$ cat src/rtl/uart_rx.sv
`default_nettype none
// ============================================================================
// Module   : uart_rx
// Brief    : 8-bit UART receiver with one parity bit and one stop bit.
//            Oversampled at 16x baud, mid-bit sampling, break detection.
// Revision : 1.0 - initial release
// ============================================================================
module uart_rx #(
    parameter logic PARITYMODE = 1'b0,   // 0 = even, 1 = odd
    parameter int   OVERSAMPLE = 16      // clk cycles per bit
) (
    input  logic       clk,
    input  logic       rst,
    input  logic       rx,
    output logic [7:0] dataout,
    output logic       rdsig,
    output logic       dataerror,
    output logic       frameerror,
    output logic       busy
);

    // START checks at the middle of the start bit; every later bit is then
    // sampled one full bit period on, which lands on its middle as well.
    localparam logic [3:0] c_MID_SAMPLE  = 4'(OVERSAMPLE / 2 - 1);
    localparam logic [3:0] c_LAST_SAMPLE = 4'(OVERSAMPLE - 1);

    typedef enum logic [2:0] {
        IDLE   = 3'd0,
        START  = 3'd1,
        DATA   = 3'd2,
        PARITY = 3'd3,
        STOP   = 3'd4,
        BREAK  = 3'd5
    } state_t;

    state_t     r_state;
    state_t     w_state_next;
    logic       r_sync1;
    logic       r_sync2;
    logic       w_rxs;
    logic [3:0] r_cnt;
    logic [2:0] r_bit_idx;
    logic [7:0] r_shift;
    logic       r_par_err;
    logic       w_cnt_clear;
    logic       w_take_data;
    logic       w_take_par;
    logic       w_take_stop;

    assign w_rxs = r_sync2;
    assign busy  = (r_state != IDLE);

    // Two-flop synchronizer; resets to the idle-high line level.
    always_ff @(posedge clk or posedge rst) begin
        if (rst) begin
            r_sync1 <= 1'b1;
            r_sync2 <= 1'b1;
        end else begin
            r_sync1 <= rx;
            r_sync2 <= r_sync1;
        end
    end

    // FSM state register.
    always_ff @(posedge clk or posedge rst) begin
        if (rst) begin
            r_state <= IDLE;
        end else begin
            r_state <= w_state_next;
        end
    end

    // Next-state logic and sampling strobes.
    always_comb begin
        w_state_next = r_state;
        w_cnt_clear  = 1'b0;
        w_take_data  = 1'b0;
        w_take_par   = 1'b0;
        w_take_stop  = 1'b0;
        case (r_state)
            IDLE: begin
                w_cnt_clear = 1'b1;
                if (!w_rxs) begin
                    w_state_next = START;
                end
            end
            START: begin
                if (r_cnt == c_MID_SAMPLE) begin
                    w_cnt_clear  = 1'b1;
                    // A line back high at mid start bit was only a glitch.
                    w_state_next = w_rxs ? IDLE : DATA;
                end
            end
            DATA: begin
                if (r_cnt == c_LAST_SAMPLE) begin
                    w_take_data = 1'b1;
                    if (r_bit_idx == 3'd7) begin
                        w_state_next = PARITY;
                    end
                end
            end
            PARITY: begin
                if (r_cnt == c_LAST_SAMPLE) begin
                    w_take_par   = 1'b1;
                    w_state_next = STOP;
                end
            end
            STOP: begin
                if (r_cnt == c_LAST_SAMPLE) begin
                    w_take_stop  = 1'b1;
                    // Returning to IDLE right away lets a back-to-back start
                    // bit be seen; a low stop bit means the line is in break.
                    w_state_next = w_rxs ? IDLE : BREAK;
                end
            end
            BREAK: begin
                w_cnt_clear = 1'b1;
                if (w_rxs) begin
                    w_state_next = IDLE;
                end
            end
            default: begin
                w_cnt_clear  = 1'b1;
                w_state_next = IDLE;
            end
        endcase
    end

    // Sample counter and data bit index; the counter wraps freely per bit.
    always_ff @(posedge clk or posedge rst) begin
        if (rst) begin
            r_cnt     <= 4'd0;
            r_bit_idx <= 3'd0;
        end else begin
            r_cnt <= w_cnt_clear ? 4'd0 : r_cnt + 4'd1;
            if (r_state != DATA) begin
                r_bit_idx <= 3'd0;
            end else if (w_take_data) begin
                r_bit_idx <= r_bit_idx + 3'd1;
            end
        end
    end

    // Byte assembly (LSB first) and parity evaluation.
    always_ff @(posedge clk or posedge rst) begin
        if (rst) begin
            r_shift   <= 8'h00;
            r_par_err <= 1'b0;
        end else begin
            if (w_take_data) begin
                r_shift[r_bit_idx] <= w_rxs;
            end
            if (w_take_par) begin
                r_par_err <= w_rxs ^ (^r_shift) ^ PARITYMODE;
            end
        end
    end

    // Frame delivery: one-cycle rdsig with data and flags held until the next.
    always_ff @(posedge clk or posedge rst) begin
        if (rst) begin
            rdsig      <= 1'b0;
            dataout    <= 8'h00;
            dataerror  <= 1'b0;
            frameerror <= 1'b0;
        end else begin
            rdsig <= w_take_stop;
            if (w_take_stop) begin
                dataout    <= r_shift;
                dataerror  <= r_par_err;
                frameerror <= ~w_rxs;
            end
        end
    end

endmodule
`default_nettype wire

$ cat config.mk
export PLATFORM = sky130hd
export DESIGN_NAME = uart_rx
export DESIGN_NICKNAME = d
export VERILOG_FILES = /design/src/rtl/uart_rx.sv
export SDC_FILE = /design/constraint.sdc
export NUM_CORES = 1
export LEC_CHECK = 0
export CORE_UTILIZATION = 45
export DETAILED_ROUTE_END_ITERATION = 7
export PLACE_DENSITY = 0.68
export SLEW_MARGIN = 10
export SYNTH_ARGS = -nofsm -noshare
export SYNTH_HDL_FRONTEND = slang
export SYNTH_SLANG_ARGS = --single-unit
$ cat constraint.sdc
create_clock -name clk -period 1.9 [get_ports clk]
set_clock_uncertainty 0.2 [all_clocks]
set_input_delay 0.57 -clock clk [delete_from_list [all_inputs] [get_ports clk]]
set_output_delay 0.57 -clock clk [all_outputs]
set_load 0.01 [all_outputs]
==> results.toml <==
[outcome]
status = "complete, but fails checks"
violations = "setup timing"

[placement]
dp_hpwl_mm = 2.06
gp_congestion = 0.784
port-buffer-count = 14
pre_cts_ws_ps = -85.6
numPlacedInstances = 196

[global_route]
grt_pass1_wl_mm = 4.75
grt_max_degree = 19
grt_pass1_vias = 1017
antenna_found_initial = 0
grt_usage_pct = 18.9
overflow = 0

[worst_setup_path]
crit_path_end_kind = "flop"
required_ps = 1940
cp_max_fo = 4
cp-start-kind = "flop"
crit_arrival_ps = 2040
r2r_slack_ps = -90
criticalPathCategory = "flop to flop"

[power]
cellLeakagePower_nw = 0.994
vdd.ir_drop.worst_uv = 529
p_total_mw = 2.21
powerDensity_nw_per_um2 = 1110

[yosys]
synth_edf_count = 0
synth-compound-area-share_pct = 5.46
synth_seq_cells = 32
synthCells = 125
muxShareOfSynthArea_pct = 14.2
synth.cells.most_frequent = "30 x dfrtp_1, 19 x mux2_2, 10 x nand2_1, 7 x xnor2_1, 6 x nor2_1"
avgSynthCellArea_um2 = 12.1
synth_top_family_by_area = "simple AND/OR/NAND/NOR gates"
yosys.area_share.simple_pct = 15.5
ys_types = 35
synth.most_common_cell = "dfrtp_1"
seq_area_frac_synth_pct = 53.1
synth.area.top_cells = "dfrtp_1 50%, mux2_2 14%, xnor2_1 4.1%, dfstp_2 3.5%, ha_1 2.5%"
synthAdderAreaFrac_pct = 2.48
yosys.area.top_type = "dfrtp_1"
synth_top_area_share_pct = 49.7
synthesis.nets = 131
synth_area_um2 = 1510
synth_xor_area_share_pct = 6.71
synthArstFlopShare_pct = 100
ys_warn_count = 0
ys.flop_type = "dfrtp_1"

[route]
via_per_inst = 4.99
routedWlPerCell_um = 14.2
dr.pass1.iters = 4
drt-initial-drc-count = 12
drt.antenna.violating_nets = 0
drt_wl_total_mm = 2.94
drc = 0
vias = 1033

[timing]
hold_viol_final = 0
final-max-slew-violation-count = 0
fmax_mhz = 501
min_period_ps = 1990
timing.final.ws_setup_ps = -94.2
tightest_slew_ps = 375
max_slew_margin_pct = 74.7
rsz0062_at_grt = "true"
finalCritPeriodShare_pct = 105
finalSetupViolations = 5

[cts]
clkTransAtPathRegs_ps = 110
cts_hold_repair.buffers = 0
cts_root_buffer = "clkbuf_4"
htreeDepth = 2
cts_buffers = 5
worstSkewPairLatency_ps = 340
clkSinkCount = 32
clockBufferDepth = 2
cts_tree = "done"

[die]
fp.dieArea_um2 = 3590
num_io_pins = 15
die_w_um = 60.0
num_rows = 20
start_util_pct = 48.3
die_y_um = 60.0
core_um2 = 3130

[cells_and_area]
drive_above_1_share_pct = 42.3
areaGrowthSynthToFinish_pct = 32.0
stdcell_count = 207
layout.nets = 168
diodes = 0

[run]
cap_violations = 0

[worst_hold_path]
hp-class = "flop to flop"
cells in the final DEF, fill, tap and decap left out, types with 3 or more instances in the layout:
| master | count |
|---|---|
| nand2_1 | 9 |
| and2_1 | 3 |
| nor2_1 | 4 |
| a21oi_1 | 4 |
| dlygate4sd2_1 | 11 |
| clkbuf_4 | 5 |
| buf_4 | 17 |
| mux2_2 | 16 |
| mux2_4 | 3 |
| xnor2_1 | 7 |
| nand3_1 | 3 |
| dfrtp_1 | 29 |
area by class of cell:
class                           count  area [um2]
Sequential cell                    32         805
Clock buffer                        5        37.5
Inverter                            3        13.8
Multi-Input combinational cell     84         728
Timing Repair Buffer               36         337
Tap cell                           44        55.1
Clock inverter                      3        18.8
Fill cell                         257        1130
final timing paths:
check | depth (start not counted) | end | start
max reg2reg | 4 | r_shift[2]$_DFFE_PP0P_ | r_state[2]$_DFFE_PP0P_
min reg2reg | 0 | r_sync2$_DFF_PP1_ | r_sync1$_DFF_PP1_
min | 0 | r_sync2$_DFF_PP1_ | r_sync1$_DFF_PP1_
min in group asynchronous | 2 | r_cnt[2]$_DFF_PP0_ | rst
max in group asynchronous | 3 | r_bit_idx[0]$_DFFE_PP0P_ | rst
max | 4 | r_shift[2]$_DFFE_PP0P_ | r_state[2]$_DFFE_PP0P_
registers in the layout, indices dropped and copies added (netlist names), 3 cells and up:
name,flops
dataout,8
r_bit_idx,3
r_shift,8
r_state,3
r_cnt,4
per-layer routing:
metal,share of wire [%],GRT usage [%],routed length [um]
met1,48,24.1,1430
met2,47,30.0,1390
met3,2.4,4.55,72
met4,1.8,8.97,52
met5,0,0,0
power by group:
part,internal [mW],switching [mW],total [mW]
combinational,0.520,0.420,0.940
sequential,0.797,0.0887,0.885
clock,0.142,0.245,0.387
stage by stage:
step / setup TNS, ps / hold WS [ps] / area, um2 / util (%)
floorplan: -591 / 145 / 1520 / -
global placement: -238 / 148 / 1850 / 59.0
detailed placement: -361 / 150 / 1850 / 59.0
CTS: -291 / 165 / 1920 / 61.4
global route: -524 / 167 / 1990 / 63.8
finish: -271 / 162 / 1990 / 63.8
critical path: stages, from the launching register on:
cell	delay [ps]
dfrtp_1	390
or3b_4	390
or3_4	370
nor3b_2	220
mux2_4	320
repair_timing:
| item | CTS | global route |
|---|---|---|
| buffers inserted | 0 | 2 |
| cloned | 0 | 1 |
| pin swaps | 1 | 3 |
| endpoints found under the setup margin | 20 | 16 |
| endpoints found under the hold margin | 0 | 0 |
| gates resized for setup | 25 | 11 |
logic make-up (layout without fill, tap and decap cells):
family / after synthesis / after routing
fa+ha+maj: 3 / 3
mux: 19 / 19
xor+xnor: 10 / 10
simple gates: 39 / 39
flops: 32 / 32
buf+inv: 9 / 47
compound gates: 13 / 13
Power figures use the tool's default switching activity.
